$ cat src/rtl/output_deskew_buf_pkg.sv
// Shared configuration for the output deskew buffer: datapath sizes and a count-width helper.
// Optional feature macro: OUTPUT_BUF_BYPASS_EN (empty-FIFO bypass path in output_deskew_buf).
`ifndef OUTPUT_BUF_DATASIZE
`define OUTPUT_BUF_DATASIZE 32
`endif
`ifndef PE_DATASIZE
`define PE_DATASIZE 8
`endif
`ifndef ARRAY_COLS
`define ARRAY_COLS 4
`endif
`ifndef OUTBUF_DEPTH
`define OUTBUF_DEPTH 8
`endif

package output_deskew_buf_pkg;
  localparam int COLS_DEF  = `ARRAY_COLS;
  localparam int DW_DEF    = `PE_DATASIZE;
  localparam int DEPTH_DEF = `OUTBUF_DEPTH;
  localparam int ROW_W_DEF = `OUTPUT_BUF_DATASIZE;

  // One extra bit so that a count of exactly DEPTH is representable.
  function automatic int cnt_width(input int depth);
    return $clog2(depth) + 1;
  endfunction
endpackage

$ cat src/rtl/output_deskew_buf_sync_fifo.sv
// Synchronous FIFO holding aligned result rows; a pop on a full FIFO frees the slot for a same-cycle push.
// Read data is forced to zero while empty.
module sync_fifo
  import output_deskew_buf_pkg::*;
#(
  parameter int WIDTH = ROW_W_DEF,
  parameter int DEPTH = DEPTH_DEF
) (
  input  logic                        clk,
  input  logic                        rst,
  input  logic                        push,
  input  logic                        pop,
  input  logic [WIDTH-1:0]            wdata,
  output logic [WIDTH-1:0]            rdata,
  output logic                        full,
  output logic                        empty,
  output logic [cnt_width(DEPTH)-1:0] count
);
  localparam int AW = $clog2(DEPTH);
  localparam logic [AW:0] FULL_CNT = (AW+1)'(DEPTH);

  logic [WIDTH-1:0] mem_q [DEPTH];
  logic [AW-1:0]    wr_ptr_q, wr_ptr_d;
  logic [AW-1:0]    rd_ptr_q, rd_ptr_d;
  logic [AW:0]      count_q, count_d;
  logic             do_push, do_pop;

  always_comb begin
    do_pop   = pop && (count_q != '0);
    do_push  = push && ((count_q != FULL_CNT) || do_pop);
    wr_ptr_d = wr_ptr_q;
    rd_ptr_d = rd_ptr_q;
    count_d  = count_q;
    if (do_push) wr_ptr_d = wr_ptr_q + AW'(1);
    if (do_pop)  rd_ptr_d = rd_ptr_q + AW'(1);
    case ({do_push, do_pop})
      2'b10:   count_d = count_q + (AW+1)'(1);
      2'b01:   count_d = count_q - (AW+1)'(1);
      default: count_d = count_q;
    endcase
  end

  always_ff @(posedge clk) begin
    if (rst) begin
      wr_ptr_q <= '0;
      rd_ptr_q <= '0;
      count_q  <= '0;
    end else begin
      wr_ptr_q <= wr_ptr_d;
      rd_ptr_q <= rd_ptr_d;
      count_q  <= count_d;
    end
  end

  always_ff @(posedge clk) begin
    if (do_push && !rst) mem_q[wr_ptr_q] <= wdata;
  end

  assign empty = (count_q == '0);
  assign full  = (count_q == FULL_CNT);
  assign count = count_q;
  assign rdata = empty ? '0 : mem_q[rd_ptr_q];
endmodule

$ cat src/rtl/output_deskew_buf.sv
// Realigns diagonally skewed systolic-array column results into rows and queues them for the shift stage.
// Optional macro OUTPUT_BUF_BYPASS_EN: a row arriving at an empty FIFO is offered combinationally.
module output_deskew_buf
  import output_deskew_buf_pkg::*;
#(
  parameter int COLS  = COLS_DEF,
  parameter int DW    = DW_DEF,
  parameter int DEPTH = DEPTH_DEF
) (
  input  logic                        clk,
  input  logic                        rst,
  input  logic                        in_valid,
  input  logic [COLS*DW-1:0]          in_data,
  output logic                        out_valid,
  input  logic                        out_ready,
  output logic [COLS*DW-1:0]          out_data,
  output logic                        full,
  output logic                        empty,
  output logic [cnt_width(DEPTH)-1:0] count,
  output logic                        overflow
);
  localparam int W = COLS * DW;

  logic [COLS-2:0] vld_q, vld_d;
  logic [W-1:0]    aligned;
  logic            row_valid;
  logic            fifo_push, fifo_pop, fifo_full, fifo_empty;
  logic [W-1:0]    fifo_data;
  logic            overflow_q, overflow_d;
`ifdef OUTPUT_BUF_BYPASS_EN
  logic            bypass;
`endif

  always_comb begin
    vld_d    = vld_q << 1;
    vld_d[0] = in_valid;
  end

  always_ff @(posedge clk) begin
    if (rst) vld_q <= '0;
    else     vld_q <= vld_d;
  end

  assign row_valid = vld_q[COLS-2];

  // Lane c arrives c cycles after lane 0, so it waits COLS-1-c cycles to line up with the last lane.
  for (genvar c = 0; c < COLS; c++) begin : g_lane
    if (c == COLS-1) begin : g_direct
      assign aligned[c*DW +: DW] = in_data[c*DW +: DW];
    end else begin : g_delay
      localparam int D = COLS - 1 - c;
      logic [DW-1:0] sr_q [D];
      logic [DW-1:0] sr_d [D];
      always_comb begin
        sr_d[0] = in_data[c*DW +: DW];
        for (int k = 1; k < D; k++) sr_d[k] = sr_q[k-1];
      end
      always_ff @(posedge clk) sr_q <= sr_d;
      assign aligned[c*DW +: DW] = sr_q[D-1];
    end
  end

  always_comb begin
`ifdef OUTPUT_BUF_BYPASS_EN
    bypass    = row_valid && fifo_empty;
    out_valid = !fifo_empty || bypass;
    out_data  = bypass ? aligned : fifo_data;
    fifo_push = row_valid && !(bypass && out_ready);
`else
    out_valid = !fifo_empty;
    out_data  = fifo_data;
    fifo_push = row_valid;
`endif
    fifo_pop   = out_ready && !fifo_empty;
    overflow_d = overflow_q || (fifo_push && fifo_full && !fifo_pop);
  end

  always_ff @(posedge clk) begin
    if (rst) overflow_q <= 1'b0;
    else     overflow_q <= overflow_d;
  end

  sync_fifo #(
    .WIDTH (W),
    .DEPTH (DEPTH)
  ) u_fifo (
    .clk   (clk),
    .rst   (rst),
    .push  (fifo_push),
    .pop   (fifo_pop),
    .wdata (aligned),
    .rdata (fifo_data),
    .full  (fifo_full),
    .empty (fifo_empty),
    .count (count)
  );

  assign full     = fifo_full;
  assign empty    = fifo_empty;
  assign overflow = overflow_q;
endmodule

$ cat config.mk
export PLATFORM = sky130hd
export DESIGN_NAME = output_deskew_buf
export DESIGN_NICKNAME = d
export VERILOG_FILES = /design/src/rtl/output_deskew_buf_pkg.sv /design/src/rtl/output_deskew_buf_sync_fifo.sv /design/src/rtl/output_deskew_buf.sv
export SDC_FILE = /design/constraint.sdc
export NUM_CORES = 1
export LEC_CHECK = 0
export CAP_MARGIN = 30
export CORE_UTILIZATION = 45
export DETAILED_ROUTE_END_ITERATION = 12
export PLACE_DENSITY = 0.6
export SYNTH_ARGS = -nofsm -noshare
export SYNTH_HDL_FRONTEND = slang
export SYNTH_SLANG_ARGS = --single-unit
$ cat constraint.sdc
create_clock -name clk -period 13.75 [get_ports clk]
set_input_delay 2.75 -clock clk [delete_from_list [all_inputs] [get_ports clk]]
set_output_delay 2.75 -clock clk [all_outputs]
set_load 0.02 [all_outputs]
==> summary.txt, run 1 <==
Route
  – Via count: 5,254
  – DR pass1 iterations: 4
  – Routed len/inst: 20.92 microns
  – DRT iter0 DRCs: 290
  – DRT antenna net count: 0
  – Drt via density: 5.270
  – Total Wirelength: 20,850 microns
  – Drt drc: 0

Cells and area
  – Register area: 8997 sq um
  – Antenna cells: 0
  – Syn-to-layout area delta: 20.79%
  – Multi-input gate area: 2377 sq um
  – Layout cells sized above 1: 0.2219
  – Final #Nets: 683
  – FILL cells: 1,981

STA
  – Minimum clock period after layout: 6.146 ns
  – Slew @ Worst Pin: 0.9707 ns
  – Setup TNS: 0 ns
  – Final setup viols: 0
  – Hold slack final: 0.3257 ns
  – Max-slew violations: 0
  – Crit share post-route: 0.4470
  – Fmax: 162.7 MHz
  – Max Clock Skew: 0.01261 ns
  – Slew headroom: 0.3528
  – RSZ-0062 raised after global routing: no
  – Final Hold Viols: 0

Clocking
  – CTS tree: built
  – CTS max path bufs: 3
  – CTS Sinks: 321
  – Total CTS buffers: 34
  – Post-CTS Setup Bufs: 0
  – Hold_buf cts: 0
  – Post-cts resize count: 0
  – Reg clk slew, reported paths: 0.06 ns
  – Root Buffer: clkbuf_16
  – H-Tree Depth: 2
  – Clock latency at the later pin of the worst-skew pair: 0.51 ns

Global routing
  – First-pass GRT wire length: 32,810 microns
  – GRT overflow: 0
  – Gr usage total: 0.1692
  – Number of global-route vias before repair: 5,603
  – Largest net degree at the start of global routing: 65
  – Initial antenna violation count: 0

Synthesis
  – Adder-Cell Fraction of Synth Area: 0.005460
  – Simple-Gate Fraction of Synth Area: 0.02883
  – Avg Cell Area, Syn: 21.18 sq um
  – Synthesized area: 11,460 sq um
  – Yosys warnings: 0
  – Synth Area in Compound Gates: 0.006442
  – Sequential fraction of the synthesis area: 0.7845
  – Synthesized flop and latch total: 321
  – Largest family of logic cells by synthesized area: multiplexers
  – Mapped Cells: 541
  – Post-synthesis xor/xnor area fraction: 0.005241
  – Post-synth cell types: 34
  – Mux cell area share after synthesis: 0.1573
  – Synthesized Nets: 582

Setup path
  – Setup CP Type: reg2out
  – Crit path capture type: output pin
  – Slowest CP cell: dfxtp_4
  – Worst reg2reg path startpoint: u_fifo.count[1]$_SDFFE_PP0P_
  – Worst Reg-to-Reg Cells: 7
  – Crit path max fanout: 34
  – Crit path launch type: flip-flop
  – Crit path arrival time: 3.40 ns
  – Crit path largest cell delay: 0.76 ns
  – Reg2reg end: u_fifo.count[3]$_SDFFE_PP0P_
  – Critical Path, Cell by Cell: buf_4 > mux4_2 > mux2i_1 > nor2_1 > clkdlybuf4s50_1
  – Critical path required time: 11.00 ns
  – Worst R2R Setup Slack: 11.14 ns

Die
  – IO Pins: 76
  – Die Y: 161.6 microns
  – Row count: 58
  – Core area: 25,110 sq um
  – Die Width: 161.6 microns
  – Full die area: 26,100 sq um
  – Initial core utilization: 0.4563

Power and ir drop
  – Peak supply drop: 0.07575 mV
  – Pleak: 4.392 nW
  – Clock power frac: 0.423
  – Switch share: 0.2146
  – Switch Pwr: 0.0004762 W
  – Comb pwr share: 0.090
  – Pwr/cell area: 160.3 nW/um^2
  – Flop pwr share: 0.487
  – P_int: 0.001743 W

Worst hold path
  – Hold depth: 0
  – Hold_sp: g_lane[0].g_delay.sr_d[15]$_DFF_P_
  – Worst Hold End: g_lane[0].g_delay.sr_d[7]$_DFF_P_
  – Min-delay worst type: reg2reg

Placement
  – I/O Buffers: 75
  – Post-DP HPWL: 11,360 microns
  – RD Place Congestion: 0.7028

Flow run
  – Max Cap Viol: 0

Status
  – Outcome: completed
metrics by stage:
step	total power, W	utilization	std cells	area (sq um)	worst slack (ns)
after floorplan	0.001224	-	541	11460	7.040
after global placement	0.001305	0.5044	935	12670	8.013
after detailed placement	0.001307	0.5049	936	12680	8.008
after CTS	0.002248	0.5512	997	13840	7.465
after global routing	0.002298	0.5512	997	13840	7.327
final	0.002219	0.5512	997	13840	7.604
synthesized netlist by cell type, drive strengths merged:
library cell	number	area, sq um
and2	1	8.760
or2	1	6.260
o31ai	1	7.510
buf	20	106.4
nand3b	1	7.510
clkbuf	7	26.28
xor2	5	43.79
nor3	4	20.02
mux2	1	11.26
dfxtp	65	1301
mux4	64	1441
mux2i	35	350.3
xnor2	1	16.27
nor2b	5	31.28
nand2b	2	12.51
o21ai	4	31.28
nor4bb	1	10.01
or4b	1	13.76
nor4	2	12.51
or3	1	6.260
nand2	2	7.510
nand3	1	5.000
edfxtp	256	7687
nor4b	1	8.760
o211ai	2	15.01
inv	2	7.510
a21oi	4	20.02
ha	5	62.56
or4	1	11.26
nor2	45	168.9
how the worst max path moves through the flow:
stage	endpoint	slack (ns)	cells after the start
final	out_data[31]	7.60	5
after global placement	out_data[23]	8.01	5
after floorplan	u_fifo.mem_q[0][0]$_DFFE_PP_	7.04	3
after global routing	out_data[22]	7.33	5
after CTS	out_data[23]	7.47	5
after detailed placement	out_data[23]	8.01	5
kinds of logic (layout without fill, tap and decap cells):
family | after synthesis | in the layout
DFF | 321 | 321
buffers and inverters | 29 | 155
and+or+nand+nor | 69 | 69
AOI/OAI and AO/OA | 11 | 11
xor gates and xnor gates | 6 | 6
adders and majority gates | 5 | 5
muxes | 100 | 100
flip-flops by register name (all words and copies together), names as in the netlist, named ones only:
register	count
g_lane.g_delay.sr_d	24
aligned	16
u_fifo.rd_ptr_q	3
g_lane.g_delay.sr_q	8
u_fifo.wr_ptr_q	3
vld_q	3
u_fifo.mem_q	256
overflow	1
u_fifo.count	4
final cells by class:
cell class | count | area share
Clock buffer | 39 | 0.06436
Clock inverter | 22 | 0.01971
Inverter | 2 | 0.0005424
Multi-Input combinational cell | 191 | 0.1718
Sequential cell | 321 | 0.6501
Tap cell | 330 | 0.02983
Timing Repair Buffer | 92 | 0.06373
metal layers:
metal / vias up / global-route usage / part of all wire / routed length (microns)
li1: 2362 / - / - / -
met2: 109 / 0.2827 / 0.50 / 10380
met1: 2749 / 0.2263 / 0.44 / 9137
met4: 0 / 0.05274 / 0.019 / 402
met3: 34 / 0.03107 / 0.045 / 936
met5: - / 0 / 0 / 0
worst max-delay path, delay by kind of cell, from the launching register on:
kind / cells / cell delay (ns)
simple gates: 1 / 0.09
flops: 1 / 0.76
buf+inv: 2 / 1.24
mux: 2 / 0.76
power by group through the flow:
stage	logic (W)	clock network (W)	registers, W
4_1_cts	0.000204	0.000961	0.00108
6_report	0.000199	0.000938	0.00108
3_3_place_gp	0.000202	0	0.00110
5_1_grt	0.000215	0.000997	0.00109
2_1_floorplan	0.000136	0	0.00109
3_5_place_dp	0.000203	0	0.00110
cell usage in the layout (no fill, tap or decap), types with 6 or more instances in the layout:
cell type,netlist,routed
clkbuf_16,0,35
buf_4,1,16
dfxtp_1,65,62
bufinv_16,0,6
clkinv_2,0,6
clkdlybuf4s50_1,0,75
edfxtp_1,256,256
mux4_2,64,64
mux2i_1,35,35
clkinv_1,0,8
nor2_1,45,43
Power figures use the tool's default switching activity.
==> run 2, diff against run 1 <==
--- a/config.mk
+++ b/config.mk
@@ -8,7 +8,7 @@
 export CAP_MARGIN = 30
 export CORE_UTILIZATION = 45
 export DETAILED_ROUTE_END_ITERATION = 12
-export PLACE_DENSITY = 0.6
+export PLACE_DENSITY = 0.63
 export SYNTH_ARGS = -nofsm -noshare
 export SYNTH_HDL_FRONTEND = slang
 export SYNTH_SLANG_ARGS = --single-unit
==> constraint.sdc (replaced) <==
create_clock -name clk -period 5.4 [get_ports clk]
set_input_delay 1.08 -clock clk [delete_from_list [all_inputs] [get_ports clk]]
set_output_delay 1.08 -clock clk [all_outputs]
set_load 0.02 [all_outputs]
==> run 2 against run 1 <==
  * Via count shrank 0.70%
  * Critical path type unchanged
  * Power grew 150%
  * Wire length shrank 1.3%
  * Sequential cell count is the same
==> summary.txt, run 2 (same netlist as run 1, synthesis figures left out) <==
Status
  – Outcome: completed

Cells and area
  – Most common cell after layout, fill and taps aside: edfxtp_1
  – Layout cells sized above 1: 0.2152
  – Final #Nets: 685
  – Antenna cells: 0
  – FILL cells: 1,961
  – Largest reg by FF count: u_fifo.mem_q
  – Multi-input gate area: 2377 sq um
  – Finished Core Util: 0.5519
  – Non-filler cells, final: 999
  – Post-layout instance area: 13,860 sq um
  – Syn-to-layout area delta: 20.94%
  – Register area: 8997 sq um
  – Commonest cells after routing, fill and taps aside: edfxtp_1 (256), clkdlybuf4s50_1 (75), mux4_2 (64)
  – Largest register FFs: 256

Setup path
  – Crit path capture type: output pin
  – Crit path max fanout: 21
  – Setup CP Type: reg2out
  – Critical path required time: 4.32 ns
  – Slowest CP cell: inv_1
  – Crit path arrival time: 3.10 ns
  – Critical Path, Cell by Cell: or4_4 > inv_1 > buf_4 > nor2_1 > clkdlybuf4s50_1
  – Crit path launch type: flip-flop
  – Crit path largest cell delay: 0.65 ns

Route
  – DRT antenna net count: 0
  – Drt drc: 0
  – DRT iter0 DRCs: 318
  – Drt via density: 5.222
  – DR pass1 iterations: 6
  – Total Wirelength: 20,580 microns
  – Routed len/inst: 20.60 microns
  – Via count: 5,217

Power and ir drop
  – Peak supply drop: 0.3136 mV
  – Pleak: 4.381 nW
  – Clock power frac: 0.409
  – Comb pwr share: 0.092
  – Switch Pwr: 0.001168 W
  – P_int: 0.004346 W
  – Switch share: 0.2119
  – Pwr/cell area: 397.9 nW/um^2
  – Flop pwr share: 0.499

Global routing
  – Largest net degree at the start of global routing: 65
  – Number of global-route vias before repair: 5,578
  – First-pass GRT wire length: 32,390 microns
  – Initial antenna violation count: 1
  – Gr usage total: 0.1660
  – GRT overflow: 0

STA
  – Slew @ Worst Pin: 0.8716 ns
  – Hold slack final: 0.3185 ns
  – Fmax: 239.1 MHz
  – Minimum clock period after layout: 4.183 ns
  – Final Hold Viols: 0
  – Setup TNS: 0 ns
  – Max Clock Skew: 0.01330 ns
  – RSZ-0062 raised after global routing: no
  – Slew headroom: 0.4183
  – Crit share post-route: 0.7746
  – Max-slew violations: 0
  – Final setup viols: 0

Clocking
  – Total CTS buffers: 34
  – CTS tree: built
  – CTS Sinks: 321
  – Post-CTS Setup Bufs: 0
  – H-Tree Depth: 2
  – Post-cts resize count: 0
  – Reg clk slew, reported paths: 0.06 ns
  – Root Buffer: clkbuf_16
  – Hold_buf cts: 0
  – Clock latency at the later pin of the worst-skew pair: 0.50 ns
  – CTS max path bufs: 3

Placement
  – RD Place Congestion: 0.6689
  – Placed inst area: 12,720 sq um
  – Placed instance count: 935
  – I/O Buffers: 75
  – Post-DP HPWL: 11,620 microns

Die
  – Die Y: 161.6 microns
  – Row count: 58
  – Core area: 25,110 sq um
  – Full die area: 26,100 sq um
  – Initial core utilization: 0.4563
  – Die Width: 161.6 microns
  – IO Pins: 76

Flow run
  – Max Cap Viol: 0

Worst hold path
  – Min-delay worst type: reg2reg
[run 2: changes by cell type in the layout (fill, tap and decap cells not counted)]
cell	delta
buf_4	-4
clkbuf_8	+3
buf_6	+1
clkbuf_1	+6
bufinv_16	-4
clkinv_8	-2
buf_12	+5
clkbuf_16	+2
clkinv_2	-5
[run 2: final timing paths]
kind	slack, ns	cells after the start	from	endpoint
max	1.22	5	u_fifo.count[0]$_SDFFE_PP0P_	out_data[8]
min	0.32	0	g_lane[0].g_delay.sr_d[15]$_DFF_P_	g_lane[0].g_delay.sr_d[7]$_DFF_P_
max reg2reg	2.85	9	u_fifo.count[0]$_SDFFE_PP0P_	u_fifo.count[2]$_SDFFE_PP0P_
min reg2reg	0.32	0	g_lane[0].g_delay.sr_d[15]$_DFF_P_	g_lane[0].g_delay.sr_d[7]$_DFF_P_
[run 2: power groups by stage]
stage	combinational, W	sequential [W]	clock, W
floorplan	0.000347	0.00277	0
global placement	0.000513	0.00281	0
detailed placement	0.000517	0.00281	0
CTS	0.000519	0.00276	0.00231
global route	0.000551	0.00276	0.00240
finish	0.000509	0.00275	0.00225
[run 2: per-stage QoR]
step / total power, W / setup WS [ns]
2_1_floorplan: 0.003117 / 0.3597
3_3_place_gp: 0.003319 / 1.650
3_5_place_dp: 0.003327 / 1.640
4_1_cts: 0.005588 / 1.092
5_1_grt: 0.005714 / 0.9718
6_report: 0.005514 / 1.217
[run 2: layer usage]
metal  wire, microns  vias up  track usage
met5               0        -            0
met4             364        0      0.04931
met3             869       32      0.03056
met2           10040      125       0.2712
met1            9306     2692       0.2284
li1                -     2368            -
[run 2: critical path, delay by kind of cell (launching register included)]
kind	cells	cell delay, ns
AND/OR/NAND/NOR	2	0.66
flip-flops	1	0.37
buffers and inverters	3	1.56
[run 2: cell type report]
type	instances	area share
Tap cell	330	0.02979
Timing Repair Buffer	94	0.06952
Clock buffer	50	0.07250
Multi-Input combinational cell	191	0.1715
Inverter	2	0.0005417
Clock inverter	11	0.006862
Sequential cell	321	0.6492
==> run 3, diff against run 2 <==
==> constraint.sdc (replaced) <==
create_clock -name clk -period 3.5 [get_ports clk]
set_input_delay 0.7 -clock clk [delete_from_list [all_inputs] [get_ports clk]]
set_output_delay 0.7 -clock clk [all_outputs]
set_load 0.02 [all_outputs]
==> run 3 against run 2 <==
  * Die area is the same
  * Global-route usage increased by 0.23 points
  * Largest cell class unchanged
  * Worst setup slack worse by 1.1 ns
==> summary.txt, run 3 (same netlist as run 1, synthesis figures left out) <==
Setup path
  – Crit path largest cell delay: 0.68 ns
  – Worst Reg-to-Reg Cells: 9
  – Setup CP Type: reg2out
  – Crit path capture type: output pin
  – Crit path arrival time: 2.70 ns
  – Crit path launch type: flip-flop
  – Slowest CP cell: dfxtp_4
  – Critical Path, Cell by Cell: buf_4 > mux4_2 > mux2i_1 > nor2_1 > clkdlybuf4s50_1
  – Reg2reg end: u_fifo.count[2]$_SDFFE_PP0P_
  – Worst R2R Setup Slack: 0.89 ns
  – Critical path capture point: out_data[19]
  – Critical path required time: 2.80 ns
  – Worst reg2reg path startpoint: u_fifo.count[0]$_SDFFE_PP0P_
  – Crit path max fanout: 32

Die
  – Initial core utilization: 0.4563
  – IO Pins: 76
  – Die Y: 161.6 microns
  – Full die area: 26,100 sq um
  – Core area: 25,110 sq um
  – Die Width: 161.6 microns
  – Row count: 58

Power and ir drop
  – Peak supply drop: 0.3182 mV
  – Pleak: 4.423 nW
  – Pwr/cell area: 615.2 nW/um^2

Clocking
  – CTS Sinks: 321
  – CTS max path bufs: 3
  – H-Tree Depth: 2
  – Total CTS buffers: 34
  – Reg clk slew, reported paths: 0.06 ns
  – Post-cts resize count: 0
  – Post-CTS Setup Bufs: 0
  – Root Buffer: clkbuf_16
  – Hold_buf cts: 0
  – CTS tree: built
  – Clock latency at the later pin of the worst-skew pair: 0.51 ns

STA
  – Slew @ Worst Pin: 0.5324 ns
  – Slew headroom: 0.6450
  – Crit share post-route: 0.9705
  – Final Hold Viols: 0
  – RSZ-0062 raised after global routing: no
  – Max-slew violations: 0
  – Fmax: 294.4 MHz
  – Minimum clock period after layout: 3.397 ns
  – Max Clock Skew: 0.02242 ns
  – Final setup viols: 0

Route
  – Drt drc: 0
  – DR pass1 iterations: 4
  – Routed len/inst: 20.83 microns
  – DRT iter0 DRCs: 404
  – DRT antenna net count: 0
  – Total Wirelength: 20,940 microns
  – Via count: 5,234
  – Drt via density: 5.208

Cells and area
  – FILL cells: 1,959
  – Antenna cells: 0
  – Layout cells sized above 1: 0.2370
  – Post-layout instance area: 13,920 sq um
  – Register area: 8997 sq um
  – Final #Nets: 691
  – Largest reg by FF count: u_fifo.mem_q
  – Syn-to-layout area delta: 21.49%
  – Most common cell after layout, fill and taps aside: edfxtp_1
  – Largest register FFs: 256
  – Commonest cells after routing, fill and taps aside: edfxtp_1 (256), clkdlybuf4s50_1 (75), mux4_2 (64)
  – Finished Core Util: 0.5544
  – Multi-input gate area: 2407 sq um

Global routing
  – Largest net degree at the start of global routing: 47
  – First-pass GRT wire length: 32,260 microns
  – Gr usage total: 0.1683
  – GRT overflow: 0
  – Initial antenna violation count: 0
  – Number of global-route vias before repair: 5,599

Placement
  – RD Place Congestion: 0.7183
  – Post-DP HPWL: 11,700 microns
  – I/O Buffers: 75
  – Placed inst area: 12,800 sq um

Flow run
  – Max Cap Viol: 0

Worst hold path
  – Hold depth: 0
  – Min-delay worst type: reg2reg

Status
  – Outcome: completed
run 3: cell count changes in the layout (fill, tap and decap cells not counted), sizes merged:
cell,change
buf,+6
clkbuf,-3
inv,+2
clkinvlp,+1
run 3: critical path, delay by kind of cell (launching register included):
family,cells,cell delay (ns)
AND/OR/NAND/NOR,1,0.10
flip-flops,1,0.68
buffers and inverters,2,0.87
multiplexers,2,0.51
run 3: how the worst min path moves through the flow:
stage / startpoint / endpoint / slack (ns)
6_report: g_lane[1].g_delay.sr_d[3]$_DFF_P_ / aligned[11]$_DFF_P_ / 0.32
5_1_grt: g_lane[1].g_delay.sr_d[3]$_DFF_P_ / aligned[11]$_DFF_P_ / 0.33
4_1_cts: g_lane[0].g_delay.sr_d[11]$_DFF_P_ / g_lane[0].g_delay.sr_d[3]$_DFF_P_ / 0.32
3_5_place_dp: g_lane[0].g_delay.sr_d[15]$_DFF_P_ / g_lane[0].g_delay.sr_d[7]$_DFF_P_ / 0.31
3_3_place_gp: g_lane[0].g_delay.sr_d[12]$_DFF_P_ / g_lane[0].g_delay.sr_d[4]$_DFF_P_ / 0.31
2_1_floorplan: g_lane[0].g_delay.sr_d[0]$_DFF_P_ / aligned[0]$_DFF_P_ / 0.31
run 3: cell type report:
| class | instances | area share |
|---|---|---|
| sequential | 321 | 0.6463 |
| multi-input combinational | 191 | 0.1729 |
| clock buffer | 47 | 0.07047 |
| timing repair buffer | 100 | 0.07011 |
| tap | 330 | 0.02966 |
| clock inverter | 14 | 0.009977 |
| inverter | 2 | 0.0005393 |
run 3: routing by layer:
metal  up-vias  track usage  part of all wire
met5         -            0                 0
met4         0      0.05532             0.020
met3        33      0.03210             0.034
met2        97       0.2825              0.51
met1      2720       0.2217              0.44
li1       2384            -                 -
run 3: where the power goes:
group          total (W)  internal [W]  switching [W]  leakage (nW)
logic           0.000851      0.000430       0.000421          1.02
clock network    0.00351       0.00212        0.00139         0.552
registers        0.00421       0.00416      0.0000496          2.85
total            0.00856       0.00671        0.00186          4.42
run 3: metrics by stage:
step                      setup TNS [ns]  total power, W  instances  hold WS (ns)  worst slack, ns
after floorplan                   -20.24        0.004810        541        0.3096          -0.3163
after global placement                 0        0.005139        944        0.3100           0.6206
after detailed placement               0        0.005159        944        0.3121           0.5282
after CTS                              0        0.008671       1005        0.3223          0.07413
after global routing                   0        0.008852       1005        0.3295         0.007585
final                                  0        0.008564       1005        0.3217           0.1033
